File: src/rtl/mash111_div_ctrl.sv
// mash111_div_ctrl: third-order MASH 1-1-1 fractional-N modulus controller for the feedback divider.
// Latency: div_ratio/delta registered one divider cycle after the state that produced them; a config
//   transfer at edge k becomes active at edge k+1, and the first ratio built from it appears after k+2.
// Backpressure: cfg_ready = !pending, so one config is accepted at most every 2 cycles; cfg_valid is ignored while not ready.
// Ports:
//   clk, rst          divided-feedback clock (one edge per divider cycle), async active-high reset
//   en                modulator enable (low = integer-N, accumulators hold)
//   cfg_valid/ready   config handshake for n_int (INT_W) / n_frac (ACC_W)
//   div_ratio         registered ratio for the next divider cycle (INT_W+1 bits)
//   delta             registered correction; 3'b100 means +4 (the code -4 never occurs)
//   cfg_applied       one-cycle pulse when the shadow config becomes active
//   range_err         sticky, set whenever div_ratio had to be clamped
module mash111_div_ctrl #(
  parameter int ACC_W   = 16,
  parameter int INT_W   = 8,
  parameter int MIN_DIV = 4,
  parameter int RESET_N = 32
) (
  input  logic             clk,
  input  logic             rst,
  input  logic             en,
  input  logic             cfg_valid,
  output logic             cfg_ready,
  input  logic [INT_W-1:0] n_int,
  input  logic [ACC_W-1:0] n_frac,
  output logic [INT_W:0]   div_ratio,
  output logic [2:0]       delta,
  output logic             cfg_applied,
  output logic             range_err
);

  localparam logic signed [INT_W+2:0] LP_LO = (INT_W+3)'(MIN_DIV);
  localparam logic signed [INT_W+2:0] LP_HI = (INT_W+3)'((2**(INT_W+1)) - 1);

  logic [ACC_W-1:0] r_acc1, r_acc2, r_acc3;
  logic             r_c2_d, r_c3_d, r_c3_dd;
  logic [INT_W-1:0] r_n, r_sh_n;
  logic [ACC_W-1:0] r_f, r_sh_f;
  logic             r_pending;
  logic [INT_W:0]   r_div_ratio;
  logic [2:0]       r_delta;
  logic             r_cfg_applied;
  logic             r_range_err;

  logic [ACC_W:0]          w_s1, w_s2, w_s3;
  logic [3:0]              w_d;
  logic [3:0]              w_dsel;
  logic signed [INT_W+2:0] w_sum;
  logic [INT_W:0]          w_ratio;
  logic                    w_clamp;

  // Cascaded accumulators; bit ACC_W of each sum is the stage carry.
  assign w_s1 = {1'b0, r_acc1} + {1'b0, r_f};
  assign w_s2 = {1'b0, r_acc2} + {1'b0, w_s1[ACC_W-1:0]};
  assign w_s3 = {1'b0, r_acc3} + {1'b0, w_s2[ACC_W-1:0]};

  // Noise-cancellation network c1 + (1-z^-1)c2 + (1-z^-1)^2 c3, done modulo 16 so the
  // 4-bit result is directly the two's-complement correction (-3..+4).
  assign w_d = {3'b000, w_s1[ACC_W]}
             + {3'b000, w_s2[ACC_W]} - {3'b000, r_c2_d}
             + {3'b000, w_s3[ACC_W]} - {2'b00, r_c3_d, 1'b0} + {3'b000, r_c3_dd};

  assign w_dsel = en ? w_d : 4'd0;

  // Widened signed sum so both clamp bounds are comparable without wrap.
  assign w_sum = $signed({3'b000, r_n}) + $signed({{(INT_W-1){w_dsel[3]}}, w_dsel});

  always_comb begin
    w_ratio = w_sum[INT_W:0];
    w_clamp = 1'b0;
    if (w_sum < LP_LO) begin
      w_ratio = (INT_W+1)'(MIN_DIV);
      w_clamp = 1'b1;
    end else if (w_sum > LP_HI) begin
      w_ratio = '1;
      w_clamp = 1'b1;
    end
  end

  always_ff @(posedge clk or posedge rst) begin
    if (rst) begin
      r_acc1        <= '0;
      r_acc2        <= '0;
      r_acc3        <= '0;
      r_c2_d        <= 1'b0;
      r_c3_d        <= 1'b0;
      r_c3_dd       <= 1'b0;
      r_n           <= INT_W'(RESET_N);
      r_f           <= '0;
      r_sh_n        <= '0;
      r_sh_f        <= '0;
      r_pending     <= 1'b0;
      r_div_ratio   <= (INT_W+1)'(RESET_N);
      r_delta       <= 3'd0;
      r_cfg_applied <= 1'b0;
      r_range_err   <= 1'b0;
    end else begin
      if (en) begin
        r_acc1  <= w_s1[ACC_W-1:0];
        r_acc2  <= w_s2[ACC_W-1:0];
        r_acc3  <= w_s3[ACC_W-1:0];
        r_c2_d  <= w_s2[ACC_W];
        r_c3_dd <= r_c3_d;
        r_c3_d  <= w_s3[ACC_W];
      end
      r_delta     <= w_dsel[2:0];
      r_div_ratio <= w_ratio;
      if (w_clamp) begin
        r_range_err <= 1'b1;
      end
      // Apply edge takes priority; ready is low then, so no transfer can collide with it.
      // Accumulators are left alone so the modulator phase stays continuous across updates.
      if (r_pending) begin
        r_n           <= r_sh_n;
        r_f           <= r_sh_f;
        r_pending     <= 1'b0;
        r_cfg_applied <= 1'b1;
      end else begin
        r_cfg_applied <= 1'b0;
        if (cfg_valid) begin
          r_sh_n    <= n_int;
          r_sh_f    <= n_frac;
          r_pending <= 1'b1;
        end
      end
    end
  end

  assign cfg_ready   = !r_pending;
  assign div_ratio   = r_div_ratio;
  assign delta       = r_delta;
  assign cfg_applied = r_cfg_applied;
  assign range_err   = r_range_err;

endmodule

File: config.mk
export PLATFORM = sky130hd
export DESIGN_NAME = mash111_div_ctrl
export DESIGN_NICKNAME = d
export VERILOG_FILES = /design/src/rtl/mash111_div_ctrl.sv
export SDC_FILE = /design/constraint.sdc
export NUM_CORES = 1
export LEC_CHECK = 0
export BUFFER_PORTS_ARGS = -buffer_cell sky130_fd_sc_hd__buf_2
export CAP_MARGIN = 0
export CORE_MARGIN = 8
export CORE_UTILIZATION = 50
export DETAILED_ROUTE_END_ITERATION = 10
export PLACE_DENSITY = 0.65
export SLEW_MARGIN = 25
export SYNTH_ARGS = -nofsm -noshare
export SYNTH_HDL_FRONTEND = slang
export SYNTH_SLANG_ARGS = --single-unit
File: constraint.sdc
create_clock -name clk -period 8.1 [get_ports clk]
set_input_delay 0.81 -clock clk [delete_from_list [all_inputs] [get_ports clk]]
set_output_delay 0.81 -clock clk [all_outputs]
set_load 0.05 [all_outputs]
* After elaboration in Yosys (flattened, before gate mapping) *
Cells that the tools add are included.

storage, ports and cells
  register bits after elaboration = 114
  bits of input ports = 28
  output and inout bits = 15
  logic and storage cells = 37

operators by class
  add/subtract/negate cells = 9
  $lt $le $gt $ge = 2
  mux-type cells = 8
  bitwise gates (word level) = 1
  reductions and logical operators = 2

operators with widths
  kind                    number
  $add A16 B16 Y17        3
  $mux W9                 2
  $add A9 B4 Y10          1
  $gt A10 B10 Y1 const B  1
  $lt A10 B4 Y1 const B   1
  $mux W1                 5
  $add A3 B2 Y4           1
  $add A4 B1 Y4           1
  $mux W4                 1
  $sub A4 B2 Y4           1
  $sub A2 B1 Y3           1
  $add A1 B1 Y2           1
  $reduce_and A2 Y1       1
  $logic_not A1 Y1        1
  $not A1 Y1              1

* Longest topological paths before layout *
  depth in word-level cells = 12
  gate-level depth with buffers = 31
  gate-level depth less buffers = 31

* Worst setup path before layout *
No wires, ideal clock.

  kind = reg2reg
  start = register r_acc1[0]
  end = register r_div_ratio[0] (netlist: div_ratio[0])
  arrival = 6.860 ns
  setup slack = 1.119 ns
  cell stages (with the launch flop) = 30
  cell sequence = dfrtp_1 -> ha_1 -> fa_1 -> a21o_1 -> a211o_1 -> a2111oi_2 -> nor3_1 -> xor2_1 -> ha_1 -> and4_1 -> o21ai_1 -> and2_1 -> xnor2_1 -> ha_1 -> inv_1 -> nor2_1 -> a221oi_2 -> o21ai_0 -> a41oi_1 -> a21oi_1 -> fa_1 -> and2_1 -> ha_1 -> fa_1 -> a211oi_1 -> o21ai_0 -> a211oi_1 -> o21a_1 -> o2111ai_1 -> o211a_1

between the ends
  elaborated cells between the ends (all ways) = 14
  classes of those cells = add/sub (9); order compare (2); mux (3)

RTL lines
  what                    line  RTL
  start, declared         35    logic [ACC_W-1:0] r_acc1, r_acc2, r_acc3;
  start signal, assigned  99    r_acc1 <= w_s1[ACC_W-1:0];
  $add A16 B16 Y17 (*)    53    assign w_s1 = {1'b0, r_acc1} + {1'b0, r_f};
  named net w_s1[8]       45    logic [ACC_W:0] w_s1, w_s2, w_s3;
  $add A16 B16 Y17 (*)    54    assign w_s2 = {1'b0, r_acc2} + {1'b0, w_s1[ACC_W-1:0]};
  named net w_s2[9]       45
  $add A16 B16 Y17 (*)    55    assign w_s3 = {1'b0, r_acc3} + {1'b0, w_s2[ACC_W-1:0]};
  named net w_s3[16]      45
  $add A3 B2 Y4 (*)       61    + {3'b000, w_s3[ACC_W]} - {2'b00, r_c3_d, 1'b0} + {3'b000, r_c3_dd};
  $sub A4 B2 Y4 (*)       61
  $add A4 B1 Y4 (*)       61
  $mux W4 (*)             63    assign w_dsel = en ? w_d : 4'd0;
  named net w_dsel[0]     47    logic [3:0] w_dsel;
  $add A9 B4 Y10 (*)      66    assign w_sum = $signed({3'b000, r_n}) + $signed({{(INT_W-1){w_dsel[3]}}, w_dsel});
  $gt A10 B10 Y1          74    end else if (w_sum > LP_HI) begin
  $mux W9                 74
  $mux W9 (*)             71    if (w_sum < LP_LO) begin
  named net w_ratio[0]    49    logic [INT_W:0] w_ratio;
  end signal, assigned    93    r_div_ratio <= (INT_W+1)'(RESET_N);
  end signal, assigned    107   r_div_ratio <= w_ratio;
  end, declared           40    logic [INT_W:0] r_div_ratio;

Mark *: on every way through the listed nets, which the timed path passes. The rest lies on a longest branch.
A chain may end at the register's enable or synchronous reset.

* Final worst setup path *
  start = register r_acc1[0]
  end = register r_div_ratio[2] (netlist: div_ratio[2])

The elaborated chain is that of the path after synthesis.

==> impl_metrics.json <==
{
  "num_vias": 5134,
  "synth_flop_cell": "dfrtp_1",
  "rows": 43,
  "critPathMaxStageDelay_ns": 0.44,
  "grt_max_degree": 67,
  "setup_viol": 0,
  "ys_ff_latch": 114,
  "track_usage": 0.168,
  "avgRoutedWirePerCell_um": 16.3,
  "cts.sinks": 114,
  "drive_above_1_share": 0.247,
  "clkTransAtPathRegs_ns": 0.05,
  "min_path_type": "in -> async",
  "syn_avg_cell_area_sq_um": 10.8,
  "synth_edf_count": 0,
  "portBuffers": 42,
  "rsz0062_at_grt": "no",
  "gp_congestion": 0.856,
  "cts_resized": 0,
  "antenna_found_initial": 0,
  "fin_nets": 807,
  "fin_tns_setup_ns": 0,
  "fmax_mhz": 131,
  "cts-root-buf": "clkbuf_16",
  "synth_nets": 759,
  "crit_type": "reg -> reg",
  "io_pins": 43,
  "reg2reg_depth": 30,
  "antenna_cells": 0,
  "htreeDepth": 4,
  "yosys_warnings": 0,
  "clk_latency_ns": 0.41,
  "post-cts-setup-buffers": 0,
  "vias_per_cell": 5.70,
  "critPathMaxFanout": 6,
  "grt_remaining_overflow": 0,
  "worst_pin_slew_ns": 0.823,
  "die_area_sq_um": 18300,
  "syn_inst": 659,
  "period_share": 0.943,
  "synth.area.top_cells": "dfrtp_1 39%, mux2_2 12%, ha_1 12%",
  "grt_pass1_vias": 5321,
  "grt_pass1_wl_um": 25000,
  "numCtsBuffers": 17,
  "syn_area_sq_um": 7130,
  "synth_cell_types": 66,
  "drv_slew": 0,
  "arrival_ns": 7.90,
  "start_util": 0.512,
  "holdBufCountCts": 0,
  "endpoint_kind": "register",
  "synth_top_area_share": 0.393,
  "status": "finished clean",
  "drc": 0,
  "cpMostUsedCell": "ha_1",
  "synth_top_cell_by_area": "dfrtp_1",
  "cts_tree": "yes",
  "start_kind": "register",
  "min_period_ns": 7.64,
  "cp_slowest_cell": "a2111oi_2",
  "ys_async_sr_fraction": 1.00,
  "relSlewSlack": 0.452,
  "wirelength_um": 14600,
  "die_w_um": 135,
  "core-area_sq_um": 13900,
  "die_h_um": 135,
  "max_cap_viol_count": 0,
  "drtIter0Drc": 183,
  "clockBufferDepth": 2,
  "drtAntennaViolNets": 0,
  "area_growth_pct": 14.5,
  "finalClockSkew_ns": 0.00889,
  "dp_hpwl_um": 10500,
  "hold_viol": 0,
  "ys_top_cells_by_count": "112 x dfrtp_1, 75 x mux2_2, 66 x ha_1",
  "firstDrtPassIters": 5,
  "cp.required_ns": 8.36,
  "fillerInstances": 1177,
  "yosysMostFrequentCell": "dfrtp_1",
  "ys_seq_area_frac": 0.400
}
cell families after synthesis:
group | synth area share
and+or+nand+nor | 0.0888
adders and majority gates | 0.133
AOI/OAI and AO/OA | 0.177
xor gates and xnor gates | 0.0467
buffers and inverters | 0.0304
DFF | 0.400
muxes | 0.124
layout make-up:
| cell class | instances | area, sq um | share of cell area |
|---|---|---|---|
| Multi-Input combinational cell | 494 | 4110 | 0.503 |
| Clock buffer | 20 | 447 | 0.0547 |
| Timing Repair Buffer | 47 | 248 | 0.0303 |
| Sequential cell | 114 | 2860 | 0.350 |
| Tap cell | 180 | 225 | 0.0276 |
| Clock inverter | 12 | 156 | 0.0191 |
| Inverter | 33 | 126 | 0.0155 |
worst max-delay path, delay by kind of cell (launching register included):
family / cells / cell delay, ns
xor gates and xnor gates: 3 / 0.56
buffers and inverters: 2 / 0.20
and+or+nand+nor: 5 / 0.93
DFF: 1 / 0.38
adders and majority gates: 7 / 2.29
AOI/OAI and AO/OA: 13 / 3.14
flip-flops by register name, indices dropped and copies added (netlist names), 3 cells and up:
register,cells
r_f,16
r_sh_f,16
div_ratio,9
r_sh_n,8
r_acc1,16
delta,3
r_acc3,16
r_acc2,16
r_n,8
metrics by stage:
stage          utilization  cells  cell area (sq um)  worst slack (ns)  hold slack, ns
6_report             0.586    900               8170             0.459           0.474
5_1_grt              0.586    900               8170            0.0137           0.506
4_1_cts              0.583    900               8120             0.301           0.491
3_5_place_dp         0.539    868               7520             0.339           0.482
3_3_place_gp         0.539    868               7520             0.527           0.477
2_1_floorplan            -    659               7130              1.12           0.352
per-layer routing:
metal  track usage  wire length (um)  up-vias
met2         0.296              7550       76
met4        0.0629               214        0
li1              -                 -     2519
met1         0.195              6380     2522
met3        0.0378               487       17
met5             0                 0        -
final timing paths:
check | from | to | slack, ns
worst min register to register | r_acc3[8] | r_acc3[8] | 0.49
max in group asynchronous | rst | r_c3_dd | 6.36
worst min-delay path | rst | r_f[3] | 0.47
min in group clk | r_acc3[8] | r_acc3[8] | 0.49
worst max register to register | r_acc1[0] | div_ratio[2] | 0.46
worst max-delay path | r_acc1[0] | div_ratio[2] | 0.46
cells in the final DEF, fill, tap and decap left out, types with 5 or more instances in the layout:
cell type	netlist	routed
o21ai_0	26	26
dfrtp_1	112	112
inv_1	33	31
mux2_2	75	75
nor2_1	46	46
a211o_1	7	7
xnor2_1	27	26
nor3_1	13	13
o21a_1	14	14
nand2_1	28	28
nor2b_1	7	6
buf_4	0	5
a21oi_1	38	37
o31ai_1	9	9
nand3_1	13	13
buf_2	0	42
xor2_1	11	11
clkbuf_16	0	17
o21bai_1	6	6
o211ai_1	5	5
ha_1	66	65
a21o_1	19	19
fa_1	6	6
Power is not shown: default switching activity piles up to over one toggle a cycle in this logic, so the estimate is an artifact.
